===== config.mk =====
export PLATFORM = sky130hd
export DESIGN_NAME = addsub_sequencer_flat
export DESIGN_NICKNAME = d
export VERILOG_FILES = /design/src/rtl/addsub_sequencer_pkg.sv /design/src/rtl/addsub_sequencer_if.sv /design/src/rtl/addsub_sequencer_rise_detect.sv /design/src/rtl/addsub_sequencer.sv /design/src/flat_wrapper.sv
export SDC_FILE = /design/constraint.sdc
export NUM_CORES = 1
export LEC_CHECK = 0
export ABC_CLOCK_PERIOD_IN_PS = 1500
export BUFFER_PORTS_ARGS = -buffer_cell sky130_fd_sc_hd__buf_2
export CAP_MARGIN = 10
export CORE_MARGIN = 3
export CORE_UTILIZATION = 45
export DETAILED_ROUTE_END_ITERATION = 12
export MAX_ROUTING_LAYER = met4
export PLACE_DENSITY = 0.75
export SLEW_MARGIN = 15
export SYNTH_ARGS = -nofsm -noshare
export SYNTH_HDL_FRONTEND = slang
export SYNTH_HIERARCHICAL = 1
export SYNTH_SLANG_ARGS = --single-unit

===== constraint.sdc =====
create_clock -name clk -period 1.5 [get_ports clk]
set_input_delay 0.075 -clock clk [delete_from_list [all_inputs] [get_ports clk]]
set_output_delay 0.075 -clock clk [all_outputs]
set_load 0.01 [all_outputs]

===== src/rtl/addsub_sequencer_pkg.sv =====
// Shared definitions for the add/subtract operand-entry sequencer.
//   state_e     : FSM states; the encoding doubles as the LED phase value.
//   OP_ADD/SUB  : value of the sub bit for each operation.
//   ovf7        : signed 7-bit overflow from the operands, the result and the mode.
package addsub_sequencer_pkg;

    typedef enum logic [2:0] {
        A_LO  = 3'd0,
        A_HI  = 3'd1,
        B_LO  = 3'd2,
        B_HI  = 3'd3,
        OPSEL = 3'd4,
        EXEC  = 3'd5,
        SHOW  = 3'd6
    } state_e;

    localparam logic OP_ADD = 1'b0;
    localparam logic OP_SUB = 1'b1;

    // Add overflows when the operand signs agree and the result sign differs.
    // Subtract overflows when the operand signs differ and the result sign
    // differs from A.
    function automatic logic ovf7(input logic [6:0] a, input logic [6:0] b,
                                  input logic [6:0] s, input logic sub);
        if (sub == OP_SUB)
            return (a[6] != b[6]) && (s[6] != a[6]);
        else
            return (a[6] == b[6]) && (s[6] != a[6]);
    endfunction

endpackage


===== src/rtl/addsub_sequencer_if.sv =====
// Board-side bus of the sequencer: rotary/switch inputs, datapath link and
// display outputs.
//   master : the sequencer (drives operands, mode, start and display)
//   slave  : board/datapath side (drives rot_event, Y, dp_sum, dp_carry)
interface addsub_sequencer_if;
    logic       rot_event;
    logic [3:0] Y;
    logic [6:0] dp_sum;
    logic       dp_carry;
    logic [6:0] op_a;
    logic [6:0] op_b;
    logic       sub;
    logic       start;
    logic [6:0] result;
    logic       carry_out;
    logic       overflow;
    logic       done;
    logic [2:0] phase;

    modport master (
        input  rot_event, Y, dp_sum, dp_carry,
        output op_a, op_b, sub, start, result, carry_out, overflow, done, phase
    );

    modport slave (
        output rot_event, Y, dp_sum, dp_carry,
        input  op_a, op_b, sub, start, result, carry_out, overflow, done, phase
    );
endinterface


===== src/rtl/addsub_sequencer_rise_detect.sv =====
// rise_detect: registered 1-bit rising-edge detector.
//   clk, rst_n : clock, asynchronous active-low reset
//   d          : level input (assumed synchronous to clk)
//   rise       : high for the single cycle where d is 1 and was 0 last cycle
module rise_detect (
    input  logic clk,
    input  logic rst_n,
    input  logic d,
    output logic rise
);
    logic d_q;

    always_ff @(posedge clk or negedge rst_n) begin
        if (!rst_n) d_q <= 1'b0;
        else        d_q <= d;
    end

    assign rise = d & ~d_q;
endmodule


===== src/rtl/addsub_sequencer.sv =====
// addsub_sequencer: rotation-driven operand entry and execution controller for
// the 7-bit adder/subtractor datapath.
//   clk, rst_n : clock, asynchronous active-low reset
//   bus        : rot_event/Y from the board, dp_sum/dp_carry from the datapath;
//                op_a/op_b/sub/start to the datapath; result/carry_out/
//                overflow/done/phase to the display.
// Each rotation edge captures Y into the next field (A lo, A hi, B lo, B hi,
// op); the block then pulses start, waits DP_LATENCY+1 cycles and latches
// the result until the next rotation edge.
module addsub_sequencer
    import addsub_sequencer_pkg::*;
#(
    parameter int DP_LATENCY = 1
) (
    input logic                 clk,
    input logic                 rst_n,
    addsub_sequencer_if.master  bus
);
    localparam logic [3:0] LAT = 4'(DP_LATENCY);

    state_e     state, state_nxt;
    logic       ev;
    logic [3:0] cnt;
    logic [6:0] op_a, op_b, result;
    logic       sub, start, carry_out, overflow;

    rise_detect u_rise (
        .clk  (clk),
        .rst_n(rst_n),
        .d    (bus.rot_event),
        .rise (ev)
    );

    always_ff @(posedge clk or negedge rst_n) begin
        if (!rst_n) state <= A_LO;
        else        state <= state_nxt;
    end

    // Events in EXEC are dropped; SHOW only restarts, it captures nothing.
    always_comb begin
        state_nxt = state;
        case (state)
            A_LO:    if (ev) state_nxt = A_HI;
            A_HI:    if (ev) state_nxt = B_LO;
            B_LO:    if (ev) state_nxt = B_HI;
            B_HI:    if (ev) state_nxt = OPSEL;
            OPSEL:   if (ev) state_nxt = EXEC;
            EXEC:    if (cnt == 4'd0) state_nxt = SHOW;
            SHOW:    if (ev) state_nxt = A_LO;
            default: state_nxt = A_LO;
        endcase
    end

    // Field capture, latency counter and result latch. Operands are only
    // overwritten field by field, so they stay stable from OPSEL to SHOW.
    always_ff @(posedge clk or negedge rst_n) begin
        if (!rst_n) begin
            op_a      <= '0;
            op_b      <= '0;
            sub       <= 1'b0;
            start     <= 1'b0;
            cnt       <= '0;
            result    <= '0;
            carry_out <= 1'b0;
            overflow  <= 1'b0;
        end else begin
            start <= 1'b0;
            case (state)
                A_LO:  if (ev) op_a[3:0] <= bus.Y;
                A_HI:  if (ev) op_a[6:4] <= bus.Y[2:0];
                B_LO:  if (ev) op_b[3:0] <= bus.Y;
                B_HI:  if (ev) op_b[6:4] <= bus.Y[2:0];
                OPSEL: if (ev) begin
                    sub   <= bus.Y[0];
                    start <= 1'b1;
                    cnt   <= LAT;
                end
                EXEC: begin
                    if (cnt == 4'd0) begin
                        result    <= bus.dp_sum;
                        carry_out <= bus.dp_carry;
                        overflow  <= ovf7(op_a, op_b, bus.dp_sum, sub);
                    end else begin
                        cnt <= cnt - 4'd1;
                    end
                end
                default: ;
            endcase
        end
    end

    assign bus.op_a      = op_a;
    assign bus.op_b      = op_b;
    assign bus.sub       = sub;
    assign bus.start     = start;
    assign bus.result    = result;
    assign bus.carry_out = carry_out;
    assign bus.overflow  = overflow;
    assign bus.done      = (state == SHOW);
    assign bus.phase     = state;
endmodule


===== src/flat_wrapper.sv =====
// flat-port wrapper written by rule: the top's interface ports become plain ports
module addsub_sequencer_flat import addsub_sequencer_pkg::*;
#(
    parameter int DP_LATENCY = 1
)
  (clk, rst_n, bus_rot_event, bus_Y, bus_dp_sum, bus_dp_carry, bus_op_a, bus_op_b, bus_sub, bus_start, bus_result, bus_carry_out, bus_overflow, bus_done, bus_phase);
  addsub_sequencer_if bus_i ();
  input logic clk;
  input logic rst_n;
  input wire logic [$bits(bus_i.rot_event)-1:0] bus_rot_event;
  input wire logic [$bits(bus_i.Y)-1:0] bus_Y;
  input wire logic [$bits(bus_i.dp_sum)-1:0] bus_dp_sum;
  input wire logic [$bits(bus_i.dp_carry)-1:0] bus_dp_carry;
  output wire logic [$bits(bus_i.op_a)-1:0] bus_op_a;
  output wire logic [$bits(bus_i.op_b)-1:0] bus_op_b;
  output wire logic [$bits(bus_i.sub)-1:0] bus_sub;
  output wire logic [$bits(bus_i.start)-1:0] bus_start;
  output wire logic [$bits(bus_i.result)-1:0] bus_result;
  output wire logic [$bits(bus_i.carry_out)-1:0] bus_carry_out;
  output wire logic [$bits(bus_i.overflow)-1:0] bus_overflow;
  output wire logic [$bits(bus_i.done)-1:0] bus_done;
  output wire logic [$bits(bus_i.phase)-1:0] bus_phase;
  assign bus_i.rot_event = bus_rot_event;
  assign bus_i.Y = bus_Y;
  assign bus_i.dp_sum = bus_dp_sum;
  assign bus_i.dp_carry = bus_dp_carry;
  assign bus_op_a = bus_i.op_a;
  assign bus_op_b = bus_i.op_b;
  assign bus_sub = bus_i.sub;
  assign bus_start = bus_i.start;
  assign bus_result = bus_i.result;
  assign bus_carry_out = bus_i.carry_out;
  assign bus_overflow = bus_i.overflow;
  assign bus_done = bus_i.done;
  assign bus_phase = bus_i.phase;
  addsub_sequencer #(.DP_LATENCY(DP_LATENCY)) u_core (.clk(clk), .rst_n(rst_n), .bus(bus_i));
endmodule

==> results of run 1 <==
[registers in the layout, indices dropped and copies added, names as in the netlist]
signal and flops:
u_core/bus.result 7, u_core/u_rise/d_q 1, u_core/bus.sub 1, u_core/bus.overflow 1
u_core/bus.phase 3, u_core/bus.carry_out 1, u_core/cnt 4, u_core/bus.op_a 7
u_core/bus.op_b 7, u_core/bus.start 1
[cell usage in the layout (no fill, tap or decap), drive strengths merged, types with 2 or more instances in the layout]
master,netlist,layout
nor2b,3,3
nand2,2,2
o31ai,2,2
mux2,23,23
dfrtp,33,33
inv,2,2
nor3,3,3
clkbuf,0,5
o21ai,3,3
and3b,2,2
bufinv,0,2
nor3b,4,4
nor2,3,4
a21oi,5,5
buf,3,58
dlygate4sd3,0,13
[power breakdown]
group	total, W	switching (W)	internal, W	leakage [nW]
sequential	0.00161	0.000308	0.00130	0.410
combinational	0.00184	0.000803	0.00103	0.621
clock	0.000827	0.000311	0.000516	0.0552
[worst max path at each step]
| stage | startpoint | end | slack [ps] |
|---|---|---|---|
| 5_1_grt | u_core/cnt[1] | u_core/bus.result[1] | -220 |
| 2_1_floorplan | u_core/cnt[0] | u_core/bus.carry_out | -130 |
| 3_3_place_gp | u_core/cnt[1] | u_core/bus.result[0] | -150 |
| 3_5_place_dp | u_core/cnt[1] | u_core/bus.result[3] | -180 |
| 6_report | u_core/cnt[1] | u_core/bus.result[2] | -150 |
| 4_1_cts | u_core/cnt[1] | u_core/bus.result[3] | -120 |
[kinds of logic (layout without fill, tap and decap cells)]
logic type	count (synthesis)	in the layout	synth area share, %
and+or+nand+nor	24	25	15.1
DFF	33	33	56.4
muxes	24	24	18.4
buffers and inverters	5	81	1.71
adders and majority gates	1	1	0.854
xor gates and xnor gates	2	2	1.20
AOI/OAI and AO/OA	14	14	6.40
[through the flow]
step / std cells / setup TNS, ps / area, sq um / power [W] / hold WS, ps
4_1_cts: 222 / -1100 / 2110 / 0.00421 / 8.00
2_1_floorplan: 103 / -1000 / 1510 / 0.00263 / -221
3_3_place_gp: 198 / -1250 / 1840 / 0.00323 / 163
3_5_place_dp: 198 / -1580 / 1840 / 0.00331 / 169
6_report: 224 / -1460 / 2150 / 0.00427 / 26.6
5_1_grt: 224 / -2640 / 2150 / 0.00455 / 24.3
[metal layers]
layer	track usage [%]	share of wire, %	vias up
li1	-	-	528
met3	4.63	5.0	6
met5	-	0	-
met2	30.4	52	37
met4	7.44	1.8	0
met1	21.5	42	569
[final cells by class]
class / instances / area, sq um
well taps: 44 / 55.1
repair buffers: 71 / 458
fillers: 230 / 930
multi-input cells: 66 / 697
inverters: 2 / 7.51
flip-flops and latches: 33 / 828
clock buffers: 5 / 37.5
clock inverters: 3 / 65.1
[repair_timing]
| action | in CTS | in global routing |
|---|---|---|
| pin swaps | 2 | 3 |
| gates resized for setup | 2 | 6 |
| buffers inserted | 2 | 2 |
| endpoints found under the hold margin | 50 | 0 |
| hold buffers | 13 | 0 |
| endpoints found under the setup margin | 12 | 21 |
| cloned | 1 | 0 |
==> run summary, run 1 <==
PnR worst setup slack: -154 ps
reg2reg end: u_core/bus.result[2]
initial antenna violation count: 0
critical path, cell by cell: inv_2, ha_4, or3b_4, nor2_8, mux2_4
CTS tree: done
Pwr per Cell Area: 1990 nW/um^2
share of layout cells above drive strength 1: 60.0%
Hold Path Origin: bus_Y[0]
Hold Path Depth: 2
Final Critical Period: 1650 ps
WHS Endpoint: u_core/bus.op_b[4]
Worst Setup End Kind: flop
ys async rst share: 100%
Remaining DRCs: 0
synth cell count leaders: 33 x dfrtp_1, 23 x mux2_2, 4 x a21oi_1
H-tree levels: 2
CP Class: flop to flop
Seq/Total Area, Yosys: 56.4%
Worst R2R Setup Slack: -150 ps
final number of setup-violating endpoints: 13
CP Max Fanout: 5
initial core utilization: 47.6%
most common cell in the synthesized netlist: dfrtp_1
Layout area overhead: 46.6%
1st-pass router iterations: 4
clock sink count: 33
antenna viol nets, final: 0
failing checks: negative setup slack
Worst-Margin Slew: 718 ps
Post-synth EDFFs: 0
GRT Residual Overflow: 0
Worst path max stage delay: 430 ps
Iter 0 DRT Violations: 45
Setup Skew: 12.3 ps
final core occ: 69.8%
CP bufs+invs: 1
post-synthesis register bit count: 33
Yosys top cell area share: 56.4%
gr usage total: 18.4%
io pins: 44
Yosys warning total: 6
Avg Inst Size Synth: 14.2 sq um
Max Slew Vio Count: 0
routed vias: 1,140
Max Buffers Root-to-Sink: 2
standard-cell rows: 20
unrepaired setup endpoints after global routing: true
synthesized area: 1470 sq um
Routed WL per cell: 14.6 um
Slew headroom: 52.1%
delay-heaviest family, CP: simple AND/OR/NAND/NOR gates
Root Driver: clkbuf_4
Max Cap Viol: 0
die height: 63.1 um
WL final: 3280 um
Reg clk slew, reported paths: 110 ps
Tcrit/Tclk final: 110%
post-synth top area cell: dfrtp_1
Worst Reg2Reg Path Length in Cells: 5
Detail Placement HPWL: 2150 um
Placeable Area: 3080 sq um
worst hold path type: input port to flop
die width: 63.1 um
Levels on crit path: 5
first-pass GRT wire length: 5530 um
Antenna Diode Count: 0
PortBufs: 43
CTS buffer count: 5
Vias/cell: 5.09
clock latency on the worst-skew pair: 350 ps
vias in the first global route: 1,164
status: finished with violations
RePlAce Congestion: 0.721
CP Launch Type: flop
# nets final: 195
Worst EP required: 1730 ps
r2r startpoint: u_core/cnt[1]
largest net degree at the start of global routing: 34
fmax: 605 MHz
post-synthesis net count: 119
distinct cell type count after synthesis: 35
Syn Inst Count: 103
final hold vios: 0
Top FF cell, synth: dfrtp_1
pre-CTS WS: -183 ps
DIE AREA: 3980 sq um
Worst IR Drop VDD: 1.16 mV
slowest CP cell: or3b_4
Arr. time, crit path: 1880 ps
Static Leakage: 1.09 nW
largest cells by area after synthesis: dfrtp_1 56%, mux2_2 18%, a21oi_1 1.4%
Note: power is estimated with default switching activity, not from simulation.
==> inputs of run 2 (changes only) <==
--- a/config.mk
+++ b/config.mk
@@ -7,12 +7,12 @@
 export LEC_CHECK = 0
 export ABC_CLOCK_PERIOD_IN_PS = 1500
 export BUFFER_PORTS_ARGS = -buffer_cell sky130_fd_sc_hd__buf_2
-export CAP_MARGIN = 10
+export CAP_MARGIN = 20
 export CORE_MARGIN = 3
 export CORE_UTILIZATION = 45
 export DETAILED_ROUTE_END_ITERATION = 12
 export MAX_ROUTING_LAYER = met4
-export PLACE_DENSITY = 0.75
+export PLACE_DENSITY_LB_ADDON = 0.05
 export SLEW_MARGIN = 15
 export SYNTH_ARGS = -nofsm -noshare
 export SYNTH_HDL_FRONTEND = slang
==> run 2 against run 1 <==
The flow still finishes with violations (negative setup slack). Utilization is 0.41 points lower. Wire length is 0.27% higher. Maximum frequency rose by 0.56%. Flip-flop and latch count did not move. Sequential power about the same. Register-to-register slack barely moved. Clock-buffer cell count is 1 higher. Critical path type unchanged.
==> run summary, run 2 (same netlist as run 1, synthesis figures left out) <==
status: finished with violations
failing checks: negative setup slack
Tcrit/Tclk final: 110%
Net Sw Frac: 35.4%
most frequent cells in the layout: 43 x buf_2, 31 x dfrtp_1, 19 x buf_4
CP Max Fanout: 5
largest net degree at the start of global routing: 34
CP Class: flop to flop
M3 GR Usage: 5.35%
biggest regs: u_core/bus.op_a: 7 flops, u_core/bus.op_b: 7 flops, u_core/bus.result: 7 flops
die width: 63.1 um
Remaining DRCs: 0
Clk pwr share: 11.8%
Iter 0 DRT Violations: 57
Root Driver: clkbuf_4
Worst Setup End Kind: flop
Setup Skew: 5.87 ps
Static Leakage: 1.08 nW
standard-cell rows: 20
die height: 63.1 um
final number of setup-violating endpoints: 12
worst hold path type: input port to flop
routed vias: 1,122
gr usage total: 19.2%
Detail Placement HPWL: 2140 um
PortBufs: 43
H-tree levels: 2
clock sink count: 33
part of the power in registers: 40.2%
Max Slew Vio Count: 0
Pwr per Cell Area: 1850 nW/um^2
share of layout cells above drive strength 1: 60.5%
FILL cells: 246
Vias/cell: 4.90
RePlAce Congestion: 0.727
PnR worst setup slack: -144 ps
unrepaired setup endpoints after global routing: true
area of the multi-input gates: 694 sq um
Worst EP required: 1720 ps
GRT Residual Overflow: 0
busiest grt layer: met2
Int Pwr: 0.00256 W
vias in the first global route: 1,186
Slew headroom: 51.1%
CTS buffer count: 5
met2 Track Usage GR: 32.8%
final core occ: 69.4%
Hold Slack: 33.1 ps
CP Launch Type: flop
sequential cell area: 828 sq um
1st-pass router iterations: 4
commonest non-fill, non-tap cell in the layout: buf_2
CTS tree: done
fmax: 608 MHz
io pins: 44
final hold vios: 0
initial core utilization: 47.6%
first-pass GRT wire length: 5660 um
P_sw: 0.00140 W
WL final: 3290 um
DIE AREA: 3980 sq um
Antenna Diode Count: 0
Reg clk slew, reported paths: 100 ps
Final Critical Period: 1640 ps
Routed WL per cell: 14.3 um
Worst-Margin Slew: 734 ps
met1 Use GR: 20.8%
Layout area overhead: 45.8%
Max Cap Viol: 0
clock latency on the worst-skew pair: 330 ps
# nets final: 200
Placeable Area: 3080 sq um
combinational power share: 48.0%
Worst IR Drop VDD: 1.02 mV
antenna viol nets, final: 0
Max Buffers Root-to-Sink: 2
Arr. time, crit path: 1860 ps
initial antenna violation count: 0
==> run 2: through the flow <==
stage          instance area, sq um  worst slack, ps  instances  setup TNS (ps)  power, W
2_1_floorplan                  1510             -125        103           -1000   0.00263
3_3_place_gp                   1870             -159        201           -1410   0.00324
3_5_place_dp                   1870             -198        201           -1820   0.00333
4_1_cts                        2100             -165        228           -1420   0.00394
5_1_grt                        2140             -183        229           -1970   0.00426
6_report                       2140             -144        229           -1330   0.00395
==> run 2: area by class of cell <==
| class | instances | area share, % |
|---|---|---|
| sequential | 33 | 38.8 |
| timing repair buffer | 76 | 23.4 |
| clock buffer | 6 | 1.93 |
| tap | 44 | 2.58 |
| multi-input combinational | 66 | 32.5 |
| inverter | 2 | 0.351 |
| clock inverter | 2 | 0.469 |
==> run 2: power groups by stage <==
| stage | Clock, W | Sequential (W) | Combinational [W] |
|---|---|---|---|
| 2_1_floorplan | 0 | 0.00172 | 0.000905 |
| 3_3_place_gp | 0 | 0.00158 | 0.00166 |
| 3_5_place_dp | 0 | 0.00161 | 0.00172 |
| 4_1_cts | 0.000492 | 0.00159 | 0.00185 |
| 5_1_grt | 0.000534 | 0.00166 | 0.00206 |
| 6_report | 0.000465 | 0.00159 | 0.00190 |
==> run 2: what timing repair did <==
| action | CTS | global route |
|---|---|---|
| endpoints found under the hold margin | 50 | 0 |
| pin swaps | 5 | 4 |
| gates cloned | 1 | 0 |
| endpoints found under the setup margin | 12 | 20 |
| gates resized for setup | 1 | 8 |
| setup buffers | 5 | 2 |
| hold buffers | 13 | 0 |
==> run 2: worst paths after layout <==
kind                       slack (ps)                    to  cells past startpoint                from
max                              -140  u_core/bus.result[6]                      5       u_core/cnt[0]
min reg2reg                       510    u_core/bus.op_a[2]                      1  u_core/bus.op_a[2]
min                                30    u_core/bus.op_b[4]                      2            bus_Y[0]
max in group asynchronous         650   u_core/bus.phase[0]                      2               rst_n
min in group asynchronous         330         u_core/cnt[3]                      2               rst_n
max reg2reg                      -140  u_core/bus.result[6]                      5       u_core/cnt[0]
==> run 2: layer usage <==
metal / part of all wire, % / vias up / wire length (um)
li1: - / 540 / -
met1: 41 / 545 / 1340
met2: 52 / 30 / 1720
met3: 5.2 / 7 / 172
met4: 1.8 / 0 / 58
met5: 0 / - / 0
==> run 2: critical path: stages, from the launching register on <==
cell	delay, ps
dfrtp_1	400
inv_2	80
ha_4	130
or3b_4	430
nor2_8	170
mux2_4	320
==> inputs of run 3 (changes only) <==
--- a/config.mk
+++ b/config.mk
@@ -6,11 +6,11 @@
 export NUM_CORES = 1
 export LEC_CHECK = 0
 export ABC_CLOCK_PERIOD_IN_PS = 1500
-export BUFFER_PORTS_ARGS = -buffer_cell sky130_fd_sc_hd__buf_2
 export CAP_MARGIN = 20
-export CORE_MARGIN = 3
-export CORE_UTILIZATION = 45
+export CORE_MARGIN = 2
+export CORE_UTILIZATION = 55
 export DETAILED_ROUTE_END_ITERATION = 12
+export DONT_BUFFER_PORTS = 1
 export MAX_ROUTING_LAYER = met4
 export PLACE_DENSITY_LB_ADDON = 0.05
 export SLEW_MARGIN = 15
==> run 3 against run 2 <==
The run still ends with negative setup slack left. Power increased by 0.32%. Via count decreased by 15%. Clock-buffer cell count decreased by 1. Register-to-register slack got worse by 20 ps. Clock power increased by 78%. Clock skew increased by 6.2 ps. Global-route usage increased by 2.0 points. Critical path type unchanged. Largest power group is now sequential cells. Highest routed layer unchanged.
==> run summary, run 3 (same netlist as run 1, synthesis figures left out) <==
Worst EP required: 1720 ps
Detail Placement HPWL: 1870 um
largest net degree at the start of global routing: 34
Fin Setup TNS: -1610 ps
gr usage total: 21.2%
Clk pwr share: 20.9%
clock latency on the worst-skew pair: 340 ps
combinational power share: 33.7%
Worst-Margin Slew: 328 ps
Max Buffers Root-to-Sink: 2
WL final: 3020 um
Final Critical Period: 1670 ps
Antenna Diode Count: 0
Layout area overhead: 34.2%
Routed WL per cell: 17.6 um
initial antenna violation count: 0
CP Launch Type: flop
RePlAce Congestion: 0.689
first-pass GRT wire length: 4930 um
critical path, cell by cell: inv_2, ha_4, or3b_4, nor2_8, mux2_4
PortBufs: 0
cell total after placement: 143
part of the power in registers: 45.4%
fmax: 599 MHz
Setup Skew: 12.1 ps
Pwr per Cell Area: 2020 nW/um^2
die height: 55.6 um
die width: 55.6 um
Vias/cell: 5.58
Finished Layout Cells: 172
P_sw: 0.00134 W
Root Driver: clkbuf_4
# nets final: 157
CP Class: flop to flop
1st-pass router iterations: 4
io pins: 44
CTS buffer count: 5
vias in the first global route: 1,051
Worst Setup End Kind: flop
DIE AREA: 3090 sq um
standard-cell rows: 18
most frequent cells in the layout: 33 x dfrtp_1, 17 x buf_4, 15 x dlygate4sd3_1
Reg clk slew, reported paths: 110 ps
CTS tree: done
Int Pwr: 0.00263 W
CP Max Fanout: 5
routed vias: 959
worst hold path type: input port to flop
clock sink count: 33
antenna viol nets, final: 0
final number of setup-violating endpoints: 12
Max Slew Vio Count: 0
failing checks: negative setup slack
Remaining DRCs: 0
Iter 0 DRT Violations: 18
commonest non-fill, non-tap cell in the layout: dfrtp_1
share of layout cells above drive strength 1: 45.8%
final hold vios: 0
Static Leakage: 0.928 nW
H-tree levels: 2
final core occ: 78.7%
slowest CP cell: or3b_4
Max Cap Viol: 0
Arr. time, crit path: 1890 ps
Slew headroom: 78.1%
PnR worst setup slack: -168 ps
status: finished with violations
Worst IR Drop VDD: 1.68 mV
pre-CTS WS: -194 ps
GRT Residual Overflow: 0
unrepaired setup endpoints after global routing: true
Tcrit/Tclk final: 111%
initial core utilization: 58.6%
Worst path max stage delay: 430 ps
Net Sw Frac: 33.7%
biggest regs: u_core/bus.op_a: 7 flops, u_core/bus.op_b: 7 flops, u_core/bus.result: 7 flops
Placeable Area: 2500 sq um
## run 3: changes by cell type in the layout (fill, tap and decap cells not counted), sizes merged
cell / change
dlygate4sd3: +2
bufinv: +2
clkinv: -1
clkbuf: -1
buf: -45
## run 3: stage by stage
step | power (W) | cell area, sq um | hold WS, ps
final | 0.00397 | 1970 | 98.3
after global routing | 0.00420 | 1970 | 91.1
after CTS | 0.00393 | 1920 | 5.76
after detailed placement | 0.00299 | 1630 | -220
after global placement | 0.00293 | 1630 | -220
after floorplan | 0.00263 | 1510 | -221
## run 3: path summary, 6_finish.rpt
kind,start,to,slack (ps),cells after the start
setup reg to reg,u_core/cnt[1],u_core/bus.result[2],-170,5
setup / recovery,u_core/cnt[1],u_core/bus.result[2],-170,5
hold / removal,bus_dp_sum[6],u_core/bus.overflow,100,3
min in group asynchronous,rst_n,u_core/bus.start,160,2
max in group asynchronous,rst_n,u_core/bus.op_b[0],1160,2
hold reg to reg,u_core/bus.op_b[4],u_core/bus.op_b[4],590,1
## run 3: critical path, delay by kind of cell, from the launching register on
family,cells,cell delay (ps)
adders and majority gates,1,140
DFF,1,410
buffers and inverters,1,90
muxes,1,320
and+or+nand+nor,2,600
## run 3: cell type report
type	instances	area [sq um]
Clock buffer	5	37.5
Clock inverter	3	65.1
Fill cell	161	533
Inverter	2	7.51
Multi-Input combinational cell	66	696
Sequential cell	33	826
Tap cell	30	37.5
Timing Repair Buffer	33	298
## run 3: routing by layer
layer	wire, um	global-route usage (%)	vias to the layer above
li1	-	-	448
met1	1190	24.4	470
met2	1580	34.4	36
met3	204	6.28	5
met4	47	9.41	0
met5	0	-	-
## run 3: repair_timing
action,4_1_cts,5_1_grt
pin swaps,2,1
endpoints found under the setup margin,15,22
gates resized for setup,2,4
hold buffers,15,1
hold endpoints to repair,57,1
buffers inserted,1,3
gates cloned,1,0
## run 3: power groups by stage
stage	registers (W)	clock network (W)	logic (W)
after floorplan	0.00172	0	0.000905
after detailed placement	0.00182	0	0.00117
after global routing	0.00187	0.000875	0.00146
after global placement	0.00182	0	0.00112
after CTS	0.00181	0.000834	0.00129
final	0.00180	0.000828	0.00134
